[src/rtl/serial_subtractor.sv]
// Bit-serial unsigned subtractor, LSB first, one borrow flop, Start/Busy/Done handshake.
// Optional signed-overflow output is enabled with `define SERIAL_SUB_OVERFLOW_EN.
module serial_subtractor #(
  parameter int WIDTH = 8
) (
  input  logic             clk,
  input  logic             rst,
  input  logic             i_start,
  input  logic [WIDTH-1:0] i_a,
  input  logic [WIDTH-1:0] i_b,
  output logic             o_busy,
  output logic             o_done,
  output logic [WIDTH-1:0] o_diff,
`ifdef SERIAL_SUB_OVERFLOW_EN
  output logic             o_overflow,
`endif
  output logic             o_borrow
);

  localparam int CW = (WIDTH > 2) ? $clog2(WIDTH) : 1;
  localparam logic [CW-1:0] LAST = CW'(WIDTH - 1);

  typedef enum logic [1:0] {
    S_IDLE  = 2'd0,
    S_SHIFT = 2'd1,
    S_DONE  = 2'd2
  } state_t;

  state_t           r_state;
  logic [WIDTH-1:0] r_sa;
  logic [WIDTH-1:0] r_sb;
  logic [CW-1:0]    r_cnt;
  logic             r_br;
`ifdef SERIAL_SUB_OVERFLOW_EN
  logic             r_a_msb;
  logic             r_b_msb;
`endif

  logic             w_a;
  logic             w_b;
  logic             w_d;
  logic             w_br_next;
  logic [WIDTH-1:0] w_acc_next;

  // Difference bits enter the vacated MSB of the minuend register, so after
  // WIDTH shifts r_sa holds the complete result (it doubles as the accumulator).
  assign w_a        = r_sa[0];
  assign w_b        = r_sb[0];
  assign w_d        = w_a ^ w_b ^ r_br;
  assign w_br_next  = (~w_a & w_b) | (~(w_a ^ w_b) & r_br);
  assign w_acc_next = {w_d, r_sa[WIDTH-1:1]};

  always_ff @(posedge clk or posedge rst) begin
    if (rst) begin
      r_state    <= S_IDLE;
      r_sa       <= '0;
      r_sb       <= '0;
      r_cnt      <= '0;
      r_br       <= 1'b0;
      o_busy     <= 1'b0;
      o_done     <= 1'b0;
      o_diff     <= '0;
      o_borrow   <= 1'b0;
`ifdef SERIAL_SUB_OVERFLOW_EN
      r_a_msb    <= 1'b0;
      r_b_msb    <= 1'b0;
      o_overflow <= 1'b0;
`endif
    end else begin
      case (r_state)
        S_IDLE: begin
          o_done <= 1'b0;
          if (i_start) begin
            r_sa    <= i_a;
            r_sb    <= i_b;
            r_br    <= 1'b0;
            r_cnt   <= '0;
            o_busy  <= 1'b1;
            r_state <= S_SHIFT;
`ifdef SERIAL_SUB_OVERFLOW_EN
            r_a_msb <= i_a[WIDTH-1];
            r_b_msb <= i_b[WIDTH-1];
`endif
          end
        end
        S_SHIFT: begin
          r_sa <= w_acc_next;
          r_sb <= {1'b0, r_sb[WIDTH-1:1]};
          r_br <= w_br_next;
          if (r_cnt == LAST) begin
            o_diff   <= w_acc_next;
            o_borrow <= w_br_next;
            o_busy   <= 1'b0;
            o_done   <= 1'b1;
            r_state  <= S_DONE;
`ifdef SERIAL_SUB_OVERFLOW_EN
            o_overflow <= (r_a_msb ^ r_b_msb) & (w_d ^ r_a_msb);
`endif
          end else begin
            r_cnt <= r_cnt + 1'b1;
          end
        end
        S_DONE: begin
          o_done  <= 1'b0;
          r_state <= S_IDLE;
        end
        default: begin
          o_busy  <= 1'b0;
          o_done  <= 1'b0;
          r_state <= S_IDLE;
        end
      endcase
    end
  end

endmodule

[config.mk]
export PLATFORM = sky130hd
export DESIGN_NAME = serial_subtractor
export DESIGN_NICKNAME = d
export VERILOG_FILES = /design/src/rtl/serial_subtractor.sv
export SDC_FILE = /design/constraint.sdc
export NUM_CORES = 1
export LEC_CHECK = 0
export BUFFER_PORTS_ARGS = -buffer_cell sky130_fd_sc_hd__buf_2
export CORE_ASPECT_RATIO = 0.8
export CORE_UTILIZATION = 50
export CTS_CLUSTER_DIAMETER = 150
export CTS_CLUSTER_SIZE = 24
export DETAILED_ROUTE_END_ITERATION = 10
export HOLD_SLACK_MARGIN = 0.05
export PLACE_DENSITY_LB_ADDON = 0.05
export SYNTH_ARGS = -nofsm -noshare
export SYNTH_HDL_FRONTEND = slang
export SYNTH_SLANG_ARGS = --single-unit
[constraint.sdc]
create_clock -name clk -period 3 [get_ports clk]
set_input_delay 0.45 -clock clk [delete_from_list [all_inputs] [get_ports clk]]
set_output_delay 0.45 -clock clk [all_outputs]
set_load 0.01 [all_outputs]
# [Word-level counts from Yosys, hierarchy flattened]
# Cells that the tools add are included.
[classes] add_sub_neg=1 n_mul=0 div_mod_pow=0 n_lt_le_gt_ge=0 n_eq_ne=6 n_shift=0 n_mux=17 n_bitwise=8 n_reduce_logical=7
[op_table] cell="$pmux W8 S2" count=2
[op_table] cell="$mux W8" count=2
[op_table] cell="$mux W3" count=2
[op_table] cell="$ne A2 B2 Y1 const B" count=3
[op_table] cell="$pmux W3 S2" count=1
[op_table] cell="$reduce_and A2 Y1" count=3
[op_table] cell="$reduce_and A3 Y1" count=2
[op_table] cell="$mux W1" count=5
[op_table] cell="$mux W2" count=2
[op_table] cell="$pmux W2 S2" count=1
[op_table] cell="$add A3 B1 Y3 const B" count=1
[op_table] cell="$eq A3 B3 Y1 const B" count=1
[op_table] cell="$not A1 Y1" count=3
[op_table] cell="$pmux W1 S3" count=1
[op_table] cell="$and A1 B1 Y1" count=2
[op_table] cell="$eq A2 B1 Y1 const B" count=1
[op_table] cell="$eq A2 B2 Y1 const B" count=1
[op_table] cell="$logic_not A2 Y1" count=1
[op_table] cell="$pmux W1 S2" count=1
[op_table] cell="$reduce_bool A2 Y1" count=1
[op_table] cell="$xor A1 B1 Y1" count=2
[op_table] cell="$or A1 B1 Y1" count=1
[totals] ff_bits=33 latchBits=0 ram_bits=0 rom_bits=0 in_bits=19 out_inout_bits=11 word_cells=48 n_memories=0

# [Longest topological paths before layout]
# Gate-level depths: netlist of the first run.
[logic_depth] ltp_word=5 mapped_depth=6 depth_no_buf=5

# [Worst setup path after synthesis of the first run]
# No wires, ideal clock.
[synth_path] path_type="reg-to-reg" startpoint="register r_cnt[0]" endpoint="register o_diff[4]" setup_ns=0.128 t_arrival_ns=1.448 t_required_ns=2.872 path_slack_ns=1.425 stages_incl_launch_ff=6 n_path_buf=1 period_less_slack_ns=1.575 cell_sequence="dfrtp_1 -> ha_1 -> ha_1 -> nand3b_4 -> buf_2 -> mux2_1"
[synth_via] elab_chain_cells=2
[synth_rtl] element="from (decl)" line_no="32" source="logic [CW-1:0] r_cnt;"
[synth_rtl] element="from (signal assigned)" line_no="100" source="r_cnt <= r_cnt + 1'b1;"
[synth_rtl] element="$eq A3 B3 Y1" line_no="90" source="if (r_cnt == LAST) begin"
[synth_rtl] element="$reduce_and A2 Y1 (no source line)"
[synth_rtl] element="to (signal assigned)" line_no="91" source="o_diff <= w_acc_next;"
[synth_rtl] element="to (decl)" line_no="13" source="output logic [WIDTH-1:0] o_diff,"
# Every way passes these cells.
# A chain may end at the register's enable or synchronous reset.

# [Worst setup path in the final report of the first run]
[layout_path] startpoint="register r_state[0]" endpoint="register r_sb[2]"
[layout_via] elab_chain_cells=3
[layout_rtl] element="from (decl)" line_no="29" source="state_t r_state;"
[layout_rtl] element="from (signal assigned)" line_no="55" source="r_state <= S_IDLE;"
[layout_rtl] element="from (signal assigned)" line_no="79" source="r_state <= S_SHIFT;"
[layout_rtl] element="from (signal assigned)" line_no="95" source="r_state <= S_DONE;"
[layout_rtl] element="$eq A2 B1 Y1 or $logic_not A2 Y1 (tied branches)" line_no="70" source="case (r_state)"
[layout_rtl] element="$reduce_bool A2 Y1 (no source line) or $ne A2 B2 Y1 (tied branches)"
[layout_rtl] element="$reduce_and A2 Y1 (no source line)"
[layout_rtl] element="to (signal assigned)" line_no="75" source="r_sb <= i_b;"
[layout_rtl] element="to (signal assigned)" line_no="88" source="r_sb <= {1'b0, r_sb[WIDTH-1:1]};"
[layout_rtl] element="to (decl)" line_no="31" source="logic [WIDTH-1:0] r_sb;"
# Several ways; a longest one is shown, not always the timed one.

==> results.md, run 1 <==
- Share of layout cells above drive strength 1: 27.6%
- Drt initial violations: 56
- FMAX: 526 MHz
- Mapped Nets: about 160
- Final setup TNS: 0 ns
- Worst-path clk slew: 0.06 ns
- Slew Limit Fails: 0
- Min Tclk post-route: 1.90 ns
- Setup Fix Bufs, Post-CTS: 0
- WP data required: 3.18 ns
- Hold WS: between 0.2 and 0.25 ns
- Vias in the first global route: 1115
- Pwr dens: 1000 nW/um^2
- # clock sinks: 33
- Routability cong.: roughly 0.73
- HPWL Detailed: roughly 2000 microns
- Final hold vios: 0
- Fin crit share: 63.4%
- RSZ-0062 raised after global routing: false
- Area of the die: 3420 sq um
- Worst setup EP type: register
- Slew headroom: 46.0%
- Hold WC Path Type: in -> async
- Outcome: finished clean
- Asr flop ratio synth: 100%
- Place WS: 1.10 ns
- Final setup viols: 0
- Commonest cells after routing, fill and taps aside: dfrtp_1, buf_2, a21oi_1
- TritonCTS clock tree: built
- GRT overflow: 0
- CTS H-Tree Depth: 2
- Syn_area_per_cell: 11.3 sq um
- Final ANT Viol Nets: 0
- Hold-fix buffers at CTS: 0
- Nets: ~190
- Yosys reg bits: 33
- Number of synthesis warnings: 0
- Inserted Clock Buffers: 5
- Worst clock skew: about 0.0047 ns
- Initial core utilization: between 50% and 60%
- Clock root buffer: clkbuf_8
- Worst vdd ir: 0.541 mV
- Die height: 52.5 microns
- Initial antenna violation count: 0
- Setup CP Type: reg -> reg
- First-pass GRT wire length: 5160 microns
- Largest net degree at the start of global routing: 34
- N_diodes: 0
- Worst setup SP type: register
- # resized after CTS: 0
- Core ar.: ~2900 sq um
- Clk buf depth: 2
- Clk_lat worst skew: approximately 0.28 ns
- Synthesized area: 1600 sq um
- Placement Rows: 17
- Drt total wl: 2950 microns
- Final WS setup: 1.10 ns
- Vias: 1177
- Number of distinct library cells after synthesis: 31
- Layout area overhead: 14.3%
- Total GRT Usage: 20.9%
- DRT Pass-1 Iters: 4
- DRC: 0
- EDFF count, synth: 0
- DR WL/cell: roughly 14 microns
- Arrival time worst endpoint: between 2 and 2.5 ns
- Vias per Instance: 5.66
- Worst-path fanout max: 20
- LEAKAGE: 0.868 nW
- Seq/Total Area, Yosys: 51.8%
- Least-Margin Pin Slew: 0.809 ns
- MaxCap Viol Count: 0
- Top_reg_cell synth: dfrtp_1
- Syn Inst Count: roughly 140
- Commonest non-fill, non-tap cell in the layout: dfrtp_1
- Top Ports: 30
- Horiz. Die Dim: approximately 65 microns
- IO Port Bufs: 29
[cells by family after synthesis]
| kind of cell | after synthesis | synth area share (%) |
|---|---|---|
| mux | 6 | 4.23 |
| fa+ha+maj | 4 | 3.61 |
| compound gates | 36 | 18.3 |
| flops | 33 | 51.8 |
| simple gates | 43 | 16.5 |
| buf+inv | 19 | 5.65 |
[sequential cells by signal (all words and copies together), names as in the netlist]
signal	flops
r_sb	8
r_br	1
r_sa	8
o_done	1
o_busy	1
r_state	2
o_diff	8
r_cnt	3
o_borrow	1
[power by group]
group	internal (mW)	switching [mW]	leakage, nW
logic	0.338	0.367	0.432
registers	0.651	0.165	0.397
clock network	0.165	0.145	0.0395
total	1.15	0.678	0.868
[final cells by class]
type	instances	area, sq um
Fill cell	255	1070
Tap cell	38	47.5
Inverter	10	37.5
Timing Repair Buffer	30	153
Clock buffer	8	80.1
Sequential cell	33	826
Multi-Input combinational cell	89	679
[stage by stage]
step | instance area (sq um) | power (mW) | cells | util [%]
after global routing | 1820 | 2.00 | 208 | 63.0
final | 1820 | 1.83 | 208 | 63.0
after floorplan | 1600 | 1.34 | 141 | -
after CTS | 1820 | 1.85 | 208 | 63.0
after global placement | 1740 | 1.51 | 200 | 60.3
after detailed placement | 1740 | 1.53 | 200 | 60.3
[path summary, 6_finish.rpt]
check | from | endpoint | slack [ns] | cells after the start
max reg2reg | r_state[0]$_DFFE_PP0P_ | r_sb[2]$_DFFE_PP0P_ | 1.10 | 3
min reg2reg | o_diff[0]$_DFFE_PP0P_ | o_diff[0]$_DFFE_PP0P_ | 0.48 | 2
min | rst | r_sb[2]$_DFFE_PP0P_ | 0.25 | 3
max | r_state[0]$_DFFE_PP0P_ | r_sb[2]$_DFFE_PP0P_ | 1.10 | 3
min in group clk | i_b[7] | r_sb[7]$_DFFE_PP0P_ | 0.43 | 2
max in group asynchronous | rst | o_diff[6]$_DFFE_PP0P_ | 2.45 | 3
[worst max-delay path, cell delays in order, from the launching register on]
cell and delay (ns):
dfrtp_1 0.79, nor2_2 0.15, or2_0 0.49, a221oi_2 0.37
[Yosys cell counts, drive strengths merged (5+ instances only)]
cell    number  share of area, %
a221oi       5               4.7
nor3b        5               2.4
nor2b        8               3.1
dfrtp       33                52
a22oi        5               2.4
nor2         8               2.4
mux2         6               4.2
nor3         6               1.9
a21oi       10               3.1
inv         10               2.4
buf          8               3.1
nand2        8               1.9
o22a         5               2.7
[layer usage]
layer | vias to the layer above | wire, microns | global-route usage (%)
met2 | 33 | 1320 | 32.6
met4 | 0 | 38 | 6.52
met5 | - | 0 | 0
li1 | 560 | - | -
met1 | 578 | 1440 | 28.3
met3 | 6 | 152 | 6.30
No activity file was read; power rests on OpenSTA's default activity.
==> run 2, diff against run 1 <==
==> constraint.sdc (replaced) <==
create_clock -name clk -period 1.95 [get_ports clk]
set_input_delay 0.2925 -clock clk [delete_from_list [all_inputs] [get_ports clk]]
set_output_delay 0.2925 -clock clk [all_outputs]
set_load 0.01 [all_outputs]
==> run 2 against run 1 <==
Via count rose by 3.2%. Fmax up 20%. Clock skew hardly changed. Sequential power is 46% higher. Non-clock buffer count up 6. Utilization increased by 2.3 points. Design area grew 3.6%. Total power is 63% higher. Wire length rose by 11%. Critical path type unchanged. Critical endpoint is now o_diff[2]$_DFFE_PP0P_. Largest power group is now combinational logic.
==> results.md, run 2 (same netlist as run 1, synthesis figures left out) <==
- Outcome: finished clean
- DR WL/cell: 15.3 microns (+7.6%)
- MaxCap Viol Count: 0 (unchanged)
- Biggest regs: o_diff: 8 flops, r_sa: 8 flops, r_sb: 8 flops
- Min Tclk post-route: 1.59 ns (-0.315 ns)
- Core ar.: 2890 sq um (unchanged)
- Drt initial violations: 50 (-11%)
- Slew headroom: 72.5% (+26 points)
- First-pass GRT wire length: 5690 microns (+10%)
- Non-Filler Instances: 214 (+2.9%)
- Vias per Instance: 5.68 (+0.33%)
- Largest net degree at the start of global routing: 34 (unchanged)
- Die height: 52.5 microns (unchanged)
- Final WS setup: 0.365 ns (-0.735 ns)
- # clock sinks: 33 (unchanged)
- WP data required: 2.11 ns (-1.07 ns)
- Setup CP Type: reg -> reg
- Initial antenna violation count: 0 (unchanged)
- Worst setup EP type: register
- Routability cong.: 0.832 (+13%)
- Initial core utilization: 55.1% (unchanged)
- Setup Fix Bufs, Post-CTS: 0 (unchanged)
- Final hold vios: 0 (unchanged)
- Drt total wl: 3270 microns (+11%)
- R2R Setup Slk: 0.36 ns (-0.73 ns)
- Area after DPL: 1790 sq um (+2.6%)
- GRT overflow: 0 (unchanged)
- Final ANT Viol Nets: 0 (unchanged)
- IO Port Bufs: 29 (unchanged)
- Area of the die: 3420 sq um (unchanged)
- # resized after CTS: 0 (unchanged)
- Hold WC Path Type: in -> async
- Final setup TNS: 0 ns (unchanged)
- Layout area overhead: 18.4%
- DRT Pass-1 Iters: 5 (+1)
- HPWL Detailed: 2370 microns (+16%)
- Commonest non-fill, non-tap cell in the layout: dfrtp_1
- CTS H-Tree Depth: 2 (unchanged)
- FMAX: 631 MHz (+20%)
- Slew Limit Fails: 0 (unchanged)
- TritonCTS clock tree: built
- Fin crit share: 81.3% (+18 points)
- Worst-path clk slew: 0.06 ns (about the same)
- Final Core Density: 65.3% (+2.3 points)
- RSZ-0062 raised after global routing: false
- Layout fillers: 246 (-3.5%)
- Placement Rows: 17 (unchanged)
- N_diodes: 0 (unchanged)
- DRC: 0 (unchanged)
- Placed insts: 206 (+3.0%)
- Finished Cell Area: 1890 sq um (+3.6%)
- Clk_lat worst skew: 0.29 ns (about the same)
- Worst vdd ir: 0.903 mV (+67%)
- Vias: 1215 (+3.2%)
- Least-Margin Pin Slew: 0.413 ns (-0.397 ns)
- Hold-fix buffers at CTS: 0 (unchanged)
- Pwr dens: 1580 nW/um^2 (+57%)
- Share of layout cells above drive strength 1: 31.8% (+4.2 points)
- Clk buf depth: 2 (unchanged)
- LEAKAGE: 0.913 nW (+5.2%)
- Clock root buffer: clkbuf_8
- Inserted Clock Buffers: 5 (unchanged)
- Total GRT Usage: 23.6% (+2.6 points)
- Horiz. Die Dim: 65.2 microns (unchanged)
- Nets: 198 (+3.1%)
- Worst clock skew: 0.00434 ns (-0.000349 ns)
- Final setup viols: 0 (unchanged)
- Worst-path fanout max: 13 (-35%)
- Place WS: 0.367 ns (-0.733 ns)
- Arrival time worst endpoint: 1.75 ns (-0.33 ns)
- Worst setup SP type: register
- Top Ports: 30 (unchanged)
- Vias in the first global route: 1214 (+8.9%)
- Commonest cells after routing, fill and taps aside: dfrtp_1, buf_2, a21oi_1
-- run 2: cell types whose count changed in the layout (fill, tap and decap cells not counted), sizes merged --
cell	before	now
buf	30	36
clkinv	0	1
clkbuf	8	7
-- run 2: critical path: stages, from the launching register on --
cell	delay, ns
dfrtp_1	0.41
ha_1	0.24
ha_1	0.26
nand3b_4	0.20
mux2_1	0.35
-- run 2: report_power, final --
part	internal, mW	switching (mW)	total [mW]	leakage, nW
Sequential	1.00	0.190	1.19	0.397
Combinational	0.565	0.663	1.23	0.462
Clock	0.319	0.242	0.561	0.0542
Total	1.89	1.09	2.98	0.913
-- run 2: cell type report --
class / instances / area (sq um) / share of cell area (%)
Inverter: 10 / 37.5 / 1.99
Sequential cell: 33 / 826 / 43.7
Tap cell: 38 / 47.5 / 2.52
Timing Repair Buffer: 36 / 198 / 10.5
Multi-Input combinational cell: 89 / 679 / 36.0
Clock inverter: 1 / 5.00 / 0.265
Clock buffer: 7 / 96.3 / 5.10
-- run 2: final timing paths --
| check | from | cells past startpoint | end |
|---|---|---|---|
| max | r_cnt[0]$_DFFE_PP0P_ | 4 | o_diff[2]$_DFFE_PP0P_ |
| min | rst | 3 | r_sb[1]$_DFFE_PP0P_ |
| max reg2reg | r_cnt[0]$_DFFE_PP0P_ | 4 | o_diff[2]$_DFFE_PP0P_ |
| min reg2reg | o_diff[1]$_DFFE_PP0P_ | 2 | o_diff[1]$_DFFE_PP0P_ |
| max in group asynchronous | rst | 3 | r_sb[7]$_DFFE_PP0P_ |
| min in group clk | i_b[7] | 2 | r_sb[7]$_DFFE_PP0P_ |
-- run 2: per-layer routing --
| metal | track usage [%] | up-vias | part of all wire [%] |
|---|---|---|---|
| met1 | 30.6 | 588 | 46 |
| li1 | - | 578 | - |
| met5 | 0 | - | 0 |
| met4 | 12.0 | 0 | 2.1 |
| met3 | 5.22 | 6 | 5.7 |
| met2 | 37.5 | 43 | 46 |
-- run 2: through the flow --
stage / power, mW / hold slack (ns)
detailed placement: 2.45 / 0.399
CTS: 3.01 / 0.0942
floorplan: 2.07 / 0.421
finish: 2.98 / 0.0841
global route: 3.22 / 0.141
global placement: 2.37 / 0.395
==> run 3, diff against run 2 <==
==> constraint.sdc (replaced) <==
create_clock -name clk -period 1.5 [get_ports clk]
set_input_delay 0.225 -clock clk [delete_from_list [all_inputs] [get_ports clk]]
set_output_delay 0.225 -clock clk [all_outputs]
set_load 0.01 [all_outputs]
==> run 3 against run 2 <==
Fmax grew 11%. Utilization grew 0.99 points. Via count shrank 3.6%. Die area is the same. Worst hold slack gained 0.12 ns. Non-clock buffer count grew 6. Sequential share of layout area shrank 0.66 points. Clock power grew 11%. Wire length shrank 4.4%. Critical endpoint is now o_diff[7]$_DFFE_PP0P_. Largest cell class unchanged.
==> results.md, run 3 (same netlist as run 1, synthesis figures left out) <==
- Clock root buffer: clkbuf_8
- Finished Cell Area: 1920 sq um (+1.5%)
- Commonest cells after routing, fill and taps aside: dfrtp_1, buf_2, buf_4
- Drt total wl: 3130 microns (-4.4%)
- Placement Rows: 17 (unchanged)
- Min Tclk post-route: 1.42 ns (-0.163 ns)
- Final setup viols: 0 (unchanged)
- Layout fillers: 239 (-2.8%)
- Worst-path fanout max: 8 (-5)
- DR WL/cell: 14.2 microns (-7.0%)
- Slew Limit Fails: 0 (unchanged)
- CTS H-Tree Depth: 2 (unchanged)
- Slew headroom: 72.8% (+0.32 points)
- MaxCap Viol Count: 0 (unchanged)
- N_diodes: 0 (unchanged)
- Share of layout cells above drive strength 1: 32.4% (+0.60 points)
- Core ar.: 2890 sq um (unchanged)
- Initial antenna violation count: 0 (unchanged)
- Placed insts: 210 (+1.9%)
- Hold WC Path Type: in -> reg
- IO Port Bufs: 29 (unchanged)
- Final hold vios: 0 (unchanged)
- Outcome: finished clean
- Layout area overhead: 20.2%
- Arrival time worst endpoint: 1.58 ns (-0.17 ns)
- First-pass GRT wire length: 5330 microns (-6.4%)
- Largest net degree at the start of global routing: 34 (unchanged)
- Clk_lat worst skew: 0.27 ns (-0.02 ns)
- Horiz. Die Dim: 65.2 microns (unchanged)
- GRT overflow: 0 (unchanged)
- Total GRT Usage: 21.3% (-2.3 points)
- HPWL Detailed: 2300 microns (-3.0%)
- Vias in the first global route: 1163 (-4.2%)
- Clk buf depth: 2 (unchanged)
- Inserted Clock Buffers: 5 (unchanged)
- Vias per Instance: 5.32 (-6.2%)
- Nets: 204 (+3.0%)
- Biggest regs: o_diff: 8 flops, r_sa: 8 flops, r_sb: 8 flops
- Hold WS: 0.202 ns (+0.117 ns)
- Fin crit share: 94.8% (+14 points)
- Top Ports: 30 (unchanged)
- Final setup TNS: 0 ns (unchanged)
- RSZ-0062 raised after global routing: false
- Worst vdd ir: 0.947 mV (+4.9%)
- Final ANT Viol Nets: 0 (unchanged)
- Least-Margin Pin Slew: 0.408 ns (-0.00479 ns)
- Area after DPL: 1820 sq um (+1.8%)
- LEAKAGE: 0.925 nW (+1.2%)
- DRC: 0 (unchanged)
- Overall power: 3.81 mW (+28%)
- TritonCTS clock tree: built
- Commonest non-fill, non-tap cell in the layout: dfrtp_1
- Non-Filler Instances: 220 (+2.8%)
- Area of the die: 3420 sq um (unchanged)
- FMAX: 703 MHz (+11%)
- Worst clock skew: 0.00322 ns (-0.00112 ns)
- Worst-path clk slew: 0.06 ns (about the same)
- Worst setup EP type: register
- # clock sinks: 33 (unchanged)
- Routability cong.: 0.784 (-5.8%)
- # resized after CTS: 0 (unchanged)
- Worst setup SP type: register
- Vias: 1171 (-3.6%)
- Pwr dens: 1990 nW/um^2 (+26%)
- DRT Pass-1 Iters: 4 (-1)
- WP data required: 1.65 ns (-0.46 ns)
- Setup CP Type: reg -> reg
- Initial core utilization: 55.1% (unchanged)
- Drt initial violations: 34 (-32%)
- Die height: 52.5 microns (unchanged)
-- run 3: cell types whose count changed in the layout (fill, tap and decap cells not counted), sizes merged --
| cell | previous run | this run |
|---|---|---|
| clkbuf | 7 | 8 |
| clkinv | 1 | 0 |
| dlygate4sd3 | 0 | 1 |
| buf | 36 | 41 |
-- run 3: timing repair --
action | CTS | global route
buffers inserted | 0 | 1
hold endpoints to repair | 25 | 0
hold buffers | 1 | 0
endpoints found under the setup margin | 0 | 4
-- run 3: worst max-delay path, cell delays in order (launching register included) --
cell      delay [ns]
dfrtp_1         0.39
ha_1            0.23
ha_2            0.21
nand3b_4        0.13
mux2_1          0.33
-- run 3: path summary, 6_finish.rpt --
kind | start | end | slack [ns] | cells past startpoint
max | r_cnt[0]$_DFFE_PP0P_ | o_diff[7]$_DFFE_PP0P_ | 0.08 | 4
min reg2reg | o_diff[1]$_DFFE_PP0P_ | o_diff[1]$_DFFE_PP0P_ | 0.49 | 2
max in group asynchronous | rst | o_diff[5]$_DFFE_PP0P_ | 0.63 | 4
min in group asynchronous | rst | o_diff[0]$_DFFE_PP0P_ | 0.57 | 4
max reg2reg | r_cnt[0]$_DFFE_PP0P_ | o_diff[7]$_DFFE_PP0P_ | 0.08 | 4
min | i_b[7] | r_sb[7]$_DFFE_PP0P_ | 0.20 | 2
-- run 3: metal layers --
layer	share of wire, %	vias to the layer above	GRT usage [%]
li1	-	586	-
met3	4.1	2	6.74
met2	42	22	32.8
met4	0.45	0	4.35
met1	53	561	29.6
met5	0	-	0
-- run 3: power by group --
part	switching [mW]	leakage, nW	internal [mW]
Sequential	0.263	0.397	1.30
Clock	0.293	0.0395	0.329
Combinational	0.840	0.488	0.785
-- run 3: area by class of cell --
class,count,area [sq um],share of cell area (%)
clock buffer,8,80.1,4.17
tap,38,47.5,2.48
inverter,10,37.5,1.96
sequential,33,826,43.1
timing repair buffer,42,245,12.8
multi-input combinational,89,682,35.6
-- run 3: through the flow --
| step | utilization, % | setup WS (ns) |
|---|---|---|
| 2_1_floorplan | - | 0.0146 |
| 3_3_place_gp | 62.9 | 0.103 |
| 3_5_place_dp | 62.9 | 0.0606 |
| 4_1_cts | 66.0 | 0.0451 |
| 5_1_grt | 66.3 | 0.0207 |
| 6_report | 66.3 | 0.0780 |
